===== src/rtl/rf_wb_queue_if.sv =====
// Handshake, register-file write and query signals of the writeback queue.
// The master side drives requests and the query index; the slave side is the queue.
interface rf_wb_queue_if #(
  parameter int DWIDTH = 32
);
  logic              m_valid;
  logic              m_ready;
  logic [4:0]        m_rd;
  logic [DWIDTH-1:0] m_data;
  logic              a_valid;
  logic              a_ready;
  logic [4:0]        a_rd;
  logic [DWIDTH-1:0] a_data;
  logic              rf_we;
  logic [4:0]        rf_wa;
  logic [DWIDTH-1:0] rf_wd;
  logic [4:0]        q_rd;
  logic              q_pending;
  logic [DWIDTH-1:0] q_data;

  modport master (
    output m_valid, m_rd, m_data, a_valid, a_rd, a_data, q_rd,
    input  m_ready, a_ready, rf_we, rf_wa, rf_wd, q_pending, q_data
  );

  modport slave (
    input  m_valid, m_rd, m_data, a_valid, a_rd, a_data, q_rd,
    output m_ready, a_ready, rf_we, rf_wa, rf_wd, q_pending, q_data
  );
endinterface


===== src/rtl/rf_wb_queue.sv =====
// Merges memory and ALU writebacks into one in-order register-file write per cycle,
// with a pending-write query port for decode forwarding.
module rf_wb_queue #(
  parameter int DEPTH  = 4,
  parameter int DWIDTH = 32
) (
  input logic          clk,
  input logic          rst,
  rf_wb_queue_if.slave bus
);
  localparam int CW = $clog2(DEPTH + 1);

  logic [CW-1:0]     count_reg;
  logic [CW-1:0]     count_next;
  logic [4:0]        ent_rd_reg   [DEPTH];
  logic [DWIDTH-1:0] ent_data_reg [DEPTH];
  logic [4:0]        ent_rd_next  [DEPTH];
  logic [DWIDTH-1:0] ent_data_next[DEPTH];

  logic              we_reg;
  logic [4:0]        wa_reg;
  logic [DWIDTH-1:0] wd_reg;

  logic              m_fire, a_fire, m_ins, a_ins;
  logic              l_empty;
  logic [4:0]        head_rd;
  logic [DWIDTH-1:0] head_data;
  logic [CW:0]       l_len;

  assign bus.m_ready = (count_reg < CW'(DEPTH));
  assign bus.a_ready = (count_reg < CW'(DEPTH - 1));

  assign m_fire = bus.m_valid & bus.m_ready;
  assign a_fire = bus.a_valid & bus.a_ready;
  // x0 writes complete their handshake but never enter the list
  assign m_ins  = m_fire & (bus.m_rd != 5'd0);
  assign a_ins  = a_fire & (bus.a_rd != 5'd0);

  assign l_len   = {1'b0, count_reg} + (CW+1)'(m_ins) + (CW+1)'(a_ins);
  assign l_empty = (l_len == '0);

  always_comb begin
    head_rd   = bus.a_rd;
    head_data = bus.a_data;
    if (count_reg != '0) begin
      head_rd   = ent_rd_reg[0];
      head_data = ent_data_reg[0];
    end else if (m_ins) begin
      head_rd   = bus.m_rd;
      head_data = bus.m_data;
    end
  end

  always_comb begin
    count_next = '0;
    if (!l_empty) begin
      count_next = CW'(l_len - 1'b1);
    end
  end

  // Slot gi takes list element gi+1: an older entry, else the memory request, else the ALU request
  generate
    for (genvar gi = 0; gi < DEPTH; gi++) begin : g_ent
      localparam logic [CW-1:0] K = CW'(gi + 1);
      if (gi < DEPTH - 1) begin : g_mid
        always_comb begin
          ent_rd_next[gi]   = bus.a_rd;
          ent_data_next[gi] = bus.a_data;
          if (K < count_reg) begin
            ent_rd_next[gi]   = ent_rd_reg[gi+1];
            ent_data_next[gi] = ent_data_reg[gi+1];
          end else if ((K == count_reg) && m_ins) begin
            ent_rd_next[gi]   = bus.m_rd;
            ent_data_next[gi] = bus.m_data;
          end
        end
      end else begin : g_last
        always_comb begin
          ent_rd_next[gi]   = bus.a_rd;
          ent_data_next[gi] = bus.a_data;
          if ((K == count_reg) && m_ins) begin
            ent_rd_next[gi]   = bus.m_rd;
            ent_data_next[gi] = bus.m_data;
          end
        end
      end

      always_ff @(posedge clk or posedge rst) begin
        if (rst) begin
          ent_rd_reg[gi]   <= '0;
          ent_data_reg[gi] <= '0;
        end else begin
          ent_rd_reg[gi]   <= ent_rd_next[gi];
          ent_data_reg[gi] <= ent_data_next[gi];
        end
      end
    end
  endgenerate

  always_ff @(posedge clk or posedge rst) begin
    if (rst) begin
      count_reg <= '0;
      we_reg    <= 1'b0;
      wa_reg    <= '0;
      wd_reg    <= '0;
    end else begin
      count_reg <= count_next;
      we_reg    <= !l_empty;
      if (!l_empty) begin
        wa_reg <= head_rd;
        wd_reg <= head_data;
      end
    end
  end

  assign bus.rf_we = we_reg;
  assign bus.rf_wa = wa_reg;
  assign bus.rf_wd = wd_reg;

  // Scan oldest to youngest so the last match is the youngest pending write
  always_comb begin
    bus.q_pending = 1'b0;
    bus.q_data    = '0;
    if (we_reg && (wa_reg == bus.q_rd)) begin
      bus.q_pending = 1'b1;
      bus.q_data    = wd_reg;
    end
    for (int i = 0; i < DEPTH; i++) begin
      if ((CW'(i) < count_reg) && (ent_rd_reg[i] == bus.q_rd)) begin
        bus.q_pending = 1'b1;
        bus.q_data    = ent_data_reg[i];
      end
    end
    if (bus.q_rd == 5'd0) begin
      bus.q_pending = 1'b0;
      bus.q_data    = '0;
    end
  end
endmodule

===== src/flat_wrapper.sv =====
// flat-port wrapper written by rule: the top's interface ports become plain ports
module rf_wb_queue_flat 
#(
  parameter int DEPTH  = 4,
  parameter int DWIDTH = 32
)
  (clk, rst, bus_m_valid, bus_m_rd, bus_m_data, bus_a_valid, bus_a_rd, bus_a_data, bus_q_rd, bus_m_ready, bus_a_ready, bus_rf_we, bus_rf_wa, bus_rf_wd, bus_q_pending, bus_q_data);
  rf_wb_queue_if #(.DWIDTH(DWIDTH)) bus_i ();
  input logic clk;
  input logic rst;
  input wire logic [$bits(bus_i.m_valid)-1:0] bus_m_valid;
  input wire logic [$bits(bus_i.m_rd)-1:0] bus_m_rd;
  input wire logic [$bits(bus_i.m_data)-1:0] bus_m_data;
  input wire logic [$bits(bus_i.a_valid)-1:0] bus_a_valid;
  input wire logic [$bits(bus_i.a_rd)-1:0] bus_a_rd;
  input wire logic [$bits(bus_i.a_data)-1:0] bus_a_data;
  input wire logic [$bits(bus_i.q_rd)-1:0] bus_q_rd;
  output wire logic [$bits(bus_i.m_ready)-1:0] bus_m_ready;
  output wire logic [$bits(bus_i.a_ready)-1:0] bus_a_ready;
  output wire logic [$bits(bus_i.rf_we)-1:0] bus_rf_we;
  output wire logic [$bits(bus_i.rf_wa)-1:0] bus_rf_wa;
  output wire logic [$bits(bus_i.rf_wd)-1:0] bus_rf_wd;
  output wire logic [$bits(bus_i.q_pending)-1:0] bus_q_pending;
  output wire logic [$bits(bus_i.q_data)-1:0] bus_q_data;
  assign bus_i.m_valid = bus_m_valid;
  assign bus_i.m_rd = bus_m_rd;
  assign bus_i.m_data = bus_m_data;
  assign bus_i.a_valid = bus_a_valid;
  assign bus_i.a_rd = bus_a_rd;
  assign bus_i.a_data = bus_a_data;
  assign bus_i.q_rd = bus_q_rd;
  assign bus_m_ready = bus_i.m_ready;
  assign bus_a_ready = bus_i.a_ready;
  assign bus_rf_we = bus_i.rf_we;
  assign bus_rf_wa = bus_i.rf_wa;
  assign bus_rf_wd = bus_i.rf_wd;
  assign bus_q_pending = bus_i.q_pending;
  assign bus_q_data = bus_i.q_data;
  rf_wb_queue #(.DEPTH(DEPTH), .DWIDTH(DWIDTH)) u_core (.clk(clk), .rst(rst), .bus(bus_i));
endmodule

===== config.mk =====
export PLATFORM = sky130hd
export DESIGN_NAME = rf_wb_queue_flat
export DESIGN_NICKNAME = d
export VERILOG_FILES = /design/src/rtl/rf_wb_queue_if.sv /design/src/rtl/rf_wb_queue.sv /design/src/flat_wrapper.sv
export SDC_FILE = /design/constraint.sdc
export NUM_CORES = 1
export LEC_CHECK = 0
export BUFFER_PORTS_ARGS = -buffer_cell sky130_fd_sc_hd__buf_4
export CAP_MARGIN = 20
export CORE_ASPECT_RATIO = 0.75
export CORE_UTILIZATION = 27
export DETAILED_ROUTE_END_ITERATION = 12
export GPL_TIMING_DRIVEN = 0
export PLACE_DENSITY_LB_ADDON = 0.3
export SETUP_SLACK_MARGIN = 0.1
export SYNTH_ARGS = -nofsm -noshare
export SYNTH_HDL_FRONTEND = slang
export SYNTH_SLANG_ARGS = --single-unit

===== constraint.sdc =====
create_clock -name clk -period 13.91 [get_ports clk]
set_clock_uncertainty 0.15 [all_clocks]
set_input_delay 2.0865 -clock clk [delete_from_list [all_inputs] [get_ports clk]]
set_output_delay 2.0865 -clock clk [all_outputs]
set_load 0.02 [all_outputs]

# [Word level (Yosys, flattened, before mapping)]
# Index checks and enable logic that the tools add are counted.
[totals] regBits=189 n_memories=0 ram_bits=0 romBits=0 latchBits=0
[classes] n_reduce_logical=15 add_sub_neg=3 n_eq_ne=9 div=0 order_cmp=6 n_mux=31 shift=0 mul=0 bitwise_logic=4
[op_table] op="two-way mux 32 bit" count=15
[op_table] op="two-way mux 5 bit" count=9
[op_table] op="equality test 5 bit" count=5
[op_table] op="nonzero test 5 bit" count=2
[op_table] op="logical AND 1 bit" count=9
[op_table] op="equality test 2 x 3 -> 1 bit (first input constant)" count=2
[op_table] op="< comparator 1 x 3 -> 1 bit (first input constant)" count=2
[op_table] op="< comparator 2 x 3 -> 1 bit (first input constant)" count=2
[op_table] op="two-way mux 1 bit" count=6
[op_table] op="zero test 5 bit" count=1
[op_table] op="adder 3 x 1 -> 4 bit" count=1
[op_table] op="adder 4 x 1 -> 4 bit" count=1
[op_table] op="AND 1 bit" count=4
[op_table] op="zero test 4 bit" count=1
[op_table] op="equality test 1 x 3 -> 1 bit (first input constant)" count=1
[op_table] op="equality test 3 bit (first input constant)" count=1
[op_table] op="< comparator 3 x 2 -> 1 bit (second input constant)" count=1
[op_table] op="< comparator 3 bit (second input constant)" count=1
[op_table] op="two-way mux 3 bit" count=1
[op_table] op="nonzero test 3 bit" count=1
[op_table] op="subtractor 3 x 1 -> 3 bit (second input constant)" count=1
[op_table] op="zero test 1 bit" count=1

# [Depth between registers and ports, before layout]
[depth] ltp_word=8 ltp_mapped=15 ltp_nobuf=11

# [Worst setup path before layout]
# Ideal clock, no wire load.
[synth_path] kind="input port to output port" startpoint="in bus_q_rd[3]" endpoint="out bus_q_data[25]" arrival_ns=3.648 stages=8 path_slack_ns=8.025 cell_sequence="buf_2 -> xor2_1 -> nor4_2 -> nand3_2 -> a21o_1 -> buf_2 -> o21ai_0 -> a32o_1"
[synth_between] elab_chain_cells=8 word_cells_on_any_way=17 classes_between="5 x eq/ne; 6 x mux; 6 x reduce/logical"
[synth_rtl] element="start, declared" line_no="flat_wrapper.sv:17" text="input wire logic [$bits(bus_i.q_rd)-1:0] bus_q_rd;"
[synth_rtl] element="equality test 5 bit" line_no="rf_wb_queue.sv:124" text="if (we_reg && (wa_reg == bus.q_rd)) begin"
[synth_rtl] element="logical AND 1 bit" line_no="rf_wb_queue.sv:124"
[synth_rtl] element="two-way mux 32 bit" line_no="rf_wb_queue.sv:124"
[synth_rtl] element="two-way mux 32 bit (4 in series)" line_no="rf_wb_queue.sv:129" text="if ((CW'(i) < count_reg) && (ent_rd_reg[i] == bus.q_rd)) begin"
[synth_rtl] element="two-way mux 32 bit (*)" line_no="rf_wb_queue.sv:134" text="if (bus.q_rd == 5'd0) begin"
[synth_rtl] element="end, declared" line_no="flat_wrapper.sv:24" text="output wire logic [$bits(bus_i.q_data)-1:0] bus_q_data;"
# Mark *: on every way between the ends. The rest lies on a longest branch, timed or not.

# [Final worst setup path]
[layout_path] startpoint="in bus_q_rd[0]" endpoint="out bus_q_data[30]"
# Same word-level chain as after synthesis.

==> impl_metrics.yaml <==
synthesis:
  ys_seq_elements: 189
  synth_top_area_cell: "dfrtp_1"
  synth-seq-area-share: 0.459
  async_flop_share: 1.00
  syn-instance-count: 1166
  ys.flop_type: "dfrtp_1"
  syn-num-nets: 1251
  yosys-top-cells-area: "dfrtp_1 (46%), nand2_1 (9.9%), mux2i_1 (9.6%)"
  synth_cell_types: 50
  yosys.area.top_type_share: 0.459
  yosysWarningCount: 0
  avgSynthCellArea_um2: 8.83
  syn-cell-area_um2: 10300
  synth-edff-count: 0
worst_setup_path:
  cp.depth: 8
  cp_slowest_cell: "clkbuf_1"
  reg2reg_depth: 15
  endpoint: "bus_q_data[30]"
  crit_family: "buffers and inverters"
  cp-start-kind: "input port"
  worstPathArrival_ns: 4.62
  crit_type: "input port to primary output"
  crit_path_end_kind: "primary output"
  crit_top_cell: "clkbuf_1"
  r2r-end: "u_core.bus.rf_wd[15]"
  cp.required_ns: 11.67
  crit_fanout: 10
  crit_path_cell_trace: "buf_2, xnor2_1, nand4_1, nor3_1, clkbuf_1, clkbuf_1, a32o_1, buf_4"
  startpoint: "bus_q_rd[0]"
  cpPeakStageDelay_ns: 0.69
  critical_path_buf_inv_count: 4
  rrSetupSlack_ns: 8.49
  r2r-start: "u_core.count_reg[2]"
placement:
  dpl.hpwl_mm: 28.6
  dp_slack_ns: 7.13
  numPortBuffers: 150
  place.gp.congestion: 0.894
detailed_routing:
  vias_per_cell: 5.29
  post_drt_wl_per_cell_um: 22.7
  wl_mm: 42.1
  num_vias: 9812
  ant_nets: 0
  firstDrtPassIters: 5
  drt_iter0_markers: 1215
  drc: 0
clock_tree:
  hold_buffers: 0
  clk_path_buf_depth: 2
  cts-root-buf: "clkbuf_16"
  htreeDepth: 4
  insertion_delay_ns: 0.45
  postCtsResizedCells: 0
  clock_sinks: 189
  cts_made_buffers: 17
  clk_pin_slew_worst_paths_ns: 0.07
  cts_tree: "done"
  post_cts_buffers: 0
global_route:
  antenna_found_initial: 1
  grt_max_degree: 98
  first_global_vias: 9568
  overflow: 0
  grt_pass1_wl_mm: 61.9
  grt_usage: 0.219
power_and_ir_drop:
  p_int_w: 0.00150
  vdd_ir_drop_max_v: 0.000108
  leakage_nw: 6.04
  pwr-share-clk: 0.177
  power.total_w: 0.00274
  pwr-share-comb: 0.478
  swShare: 0.452
  p_per_area_nw_per_um2: 216
  p_switching_w: 0.00124
  power_frac_seq: 0.345
die:
  die-area_um2: 38900
  std_cell_rows: 61
  start_util: 0.276
  die_x_um: 228
  core_area_um2: 37300
  die_h_um: 171
  boundaryPins: 156
sta:
  rsz0062_at_grt: "false"
  period_minus_slack_ns: 6.85
  slew_headroom: 0.370
  finalWorstSetupSlack_ns: 7.06
  timing.fmax_mhz: 146
  worstMarginPinSlew_ns: 0.942
  finalSetupTns_ns: 0
  fin_crit_sh: 0.493
  final_max_slew_viol_count: 0
  hold_violations: 0
  setup_viol: 0
finish:
  fillerInstances: 3931
  multi_input_area_um2: 4780
  layout-drive-gt1-share: 0.172
  final_util: 0.339
  area_growth_pct: 22.9
  register_area_um2: 4730
  largest_register_ff_count: 128
  nNetsFinal: 1421
worst_hold_path:
  holdCritPathClass: "register to register"
status:
  status: "finished, final reports clean"
job:
  maxCapViolations: 0
==> synth_stat cells, types with 2 or more instances <==
cell type / instances
a22o_1: 8
nor2_2: 3
buf_2: 26
nand3_1: 2
inv_1: 37
nor2_1: 58
a21o_1: 12
o21ai_1: 60
nor4_1: 2
nand4_1: 3
xor2_1: 15
a21oi_1: 60
a311o_1: 19
a31oi_1: 32
mux2i_1: 99
buf_1: 2
a211oi_1: 32
nor3_1: 5
nand2_1: 271
a311oi_1: 2
buf_8: 5
buf_6: 4
o21ai_0: 56
or3_1: 3
buf_4: 3
xnor2_1: 10
a32o_1: 32
dfrtp_1: 189
a22oi_1: 5
clkbuf_1: 91
==> cell type report <==
class                           instances  area share
Sequential cell                       189       0.374
Clock buffer                           23      0.0386
Clock inverter                          9     0.00573
Multi-Input combinational cell        807       0.378
Inverter                               38      0.0121
Antenna cell                            1    0.000198
Timing Repair Buffer                  151      0.0912
Tap cell                              504      0.0498
Buffer                                132      0.0507
==> worst register-to-register path: cells and delay by family, from the launching register on <==
family / cells / cell delay [ns]
buffers and inverters: 6 / 2.74
flip-flops: 1 / 0.41
adder cells (fa/ha/maj): 2 / 0.53
AND/OR/NAND/NOR: 3 / 0.40
AO/OA/AOI/OAI: 4 / 1.07
==> through the flow <==
| stage | instances | hold WS [ns] | instance area, µm² |
|---|---|---|---|
| final | 1854 | 0.337 | 12700 |
| after global routing | 1853 | 0.359 | 12700 |
| after CTS | 1853 | 0.341 | 12700 |
| after detailed placement | 1821 | 0.321 | 12100 |
| after global placement | 1820 | 0.311 | 12100 |
| after floorplan | 1166 | 0.300 | 10300 |
==> cells in the final DEF, fill, tap and decap left out, drive strengths merged, types with 15 or more instances in the layout <==
master / Yosys / layout
a31oi: 32 / 32
mux2i: 99 / 99
a32o: 32 / 32
nor2: 61 / 61
a21oi: 60 / 60
a311o: 19 / 19
inv: 38 / 42
xor2: 15 / 15
a211oi: 32 / 32
dfrtp: 189 / 189
clkbuf: 91 / 114
buf: 41 / 192
o21ai: 117 / 117
nand2: 272 / 272
==> cells by family (layout without fill, tap and decap cells) <==
group / count (synthesis) / in the layout / share of synthesized area
flops: 189 / 189 / 0.459
compound gates: 325 / 325 / 0.206
other cells: 0 / 1 / 0
xor+xnor: 25 / 25 / 0.0213
simple gates: 356 / 356 / 0.138
fa+ha+maj: 2 / 2 / 0.00316
mux: 99 / 99 / 0.0962
buf+inv: 170 / 353 / 0.0764
==> power by group through the flow <==
stage          Combinational [W]  Sequential, W  Clock, W
4_1_cts                  0.00130       0.000943  0.000487
6_report                 0.00131       0.000945  0.000483
2_1_floorplan           0.000732       0.000972         0
3_5_place_dp             0.00129       0.000951         0
5_1_grt                  0.00141       0.000969  0.000508
3_3_place_gp             0.00128       0.000949         0
==> worst min path at each step <==
stage / start / depth (start not counted) / to / slack (ns)
after floorplan: u_core.ent_data_reg[95] / 2 / u_core.ent_data_reg[127] / 0.30
after global placement: u_core.ent_data_reg[81] / 2 / u_core.ent_data_reg[113] / 0.31
after detailed placement: u_core.ent_data_reg[84] / 2 / u_core.ent_data_reg[116] / 0.32
after CTS: u_core.ent_data_reg[84] / 2 / u_core.ent_data_reg[116] / 0.34
after global routing: u_core.ent_data_reg[88] / 2 / u_core.ent_data_reg[120] / 0.36
final: u_core.ent_data_reg[66] / 2 / u_core.ent_data_reg[98] / 0.34
==> metal layers <==
layer	up-vias	wire (µm)	global-route usage
li1	4356	-	-
met1	4850	18900	0.315
met2	548	18500	0.325
met3	58	3990	0.0479
met4	0	747	0.0630
met5	-	0	0
Note: power is estimated with default switching activity, not from simulation.
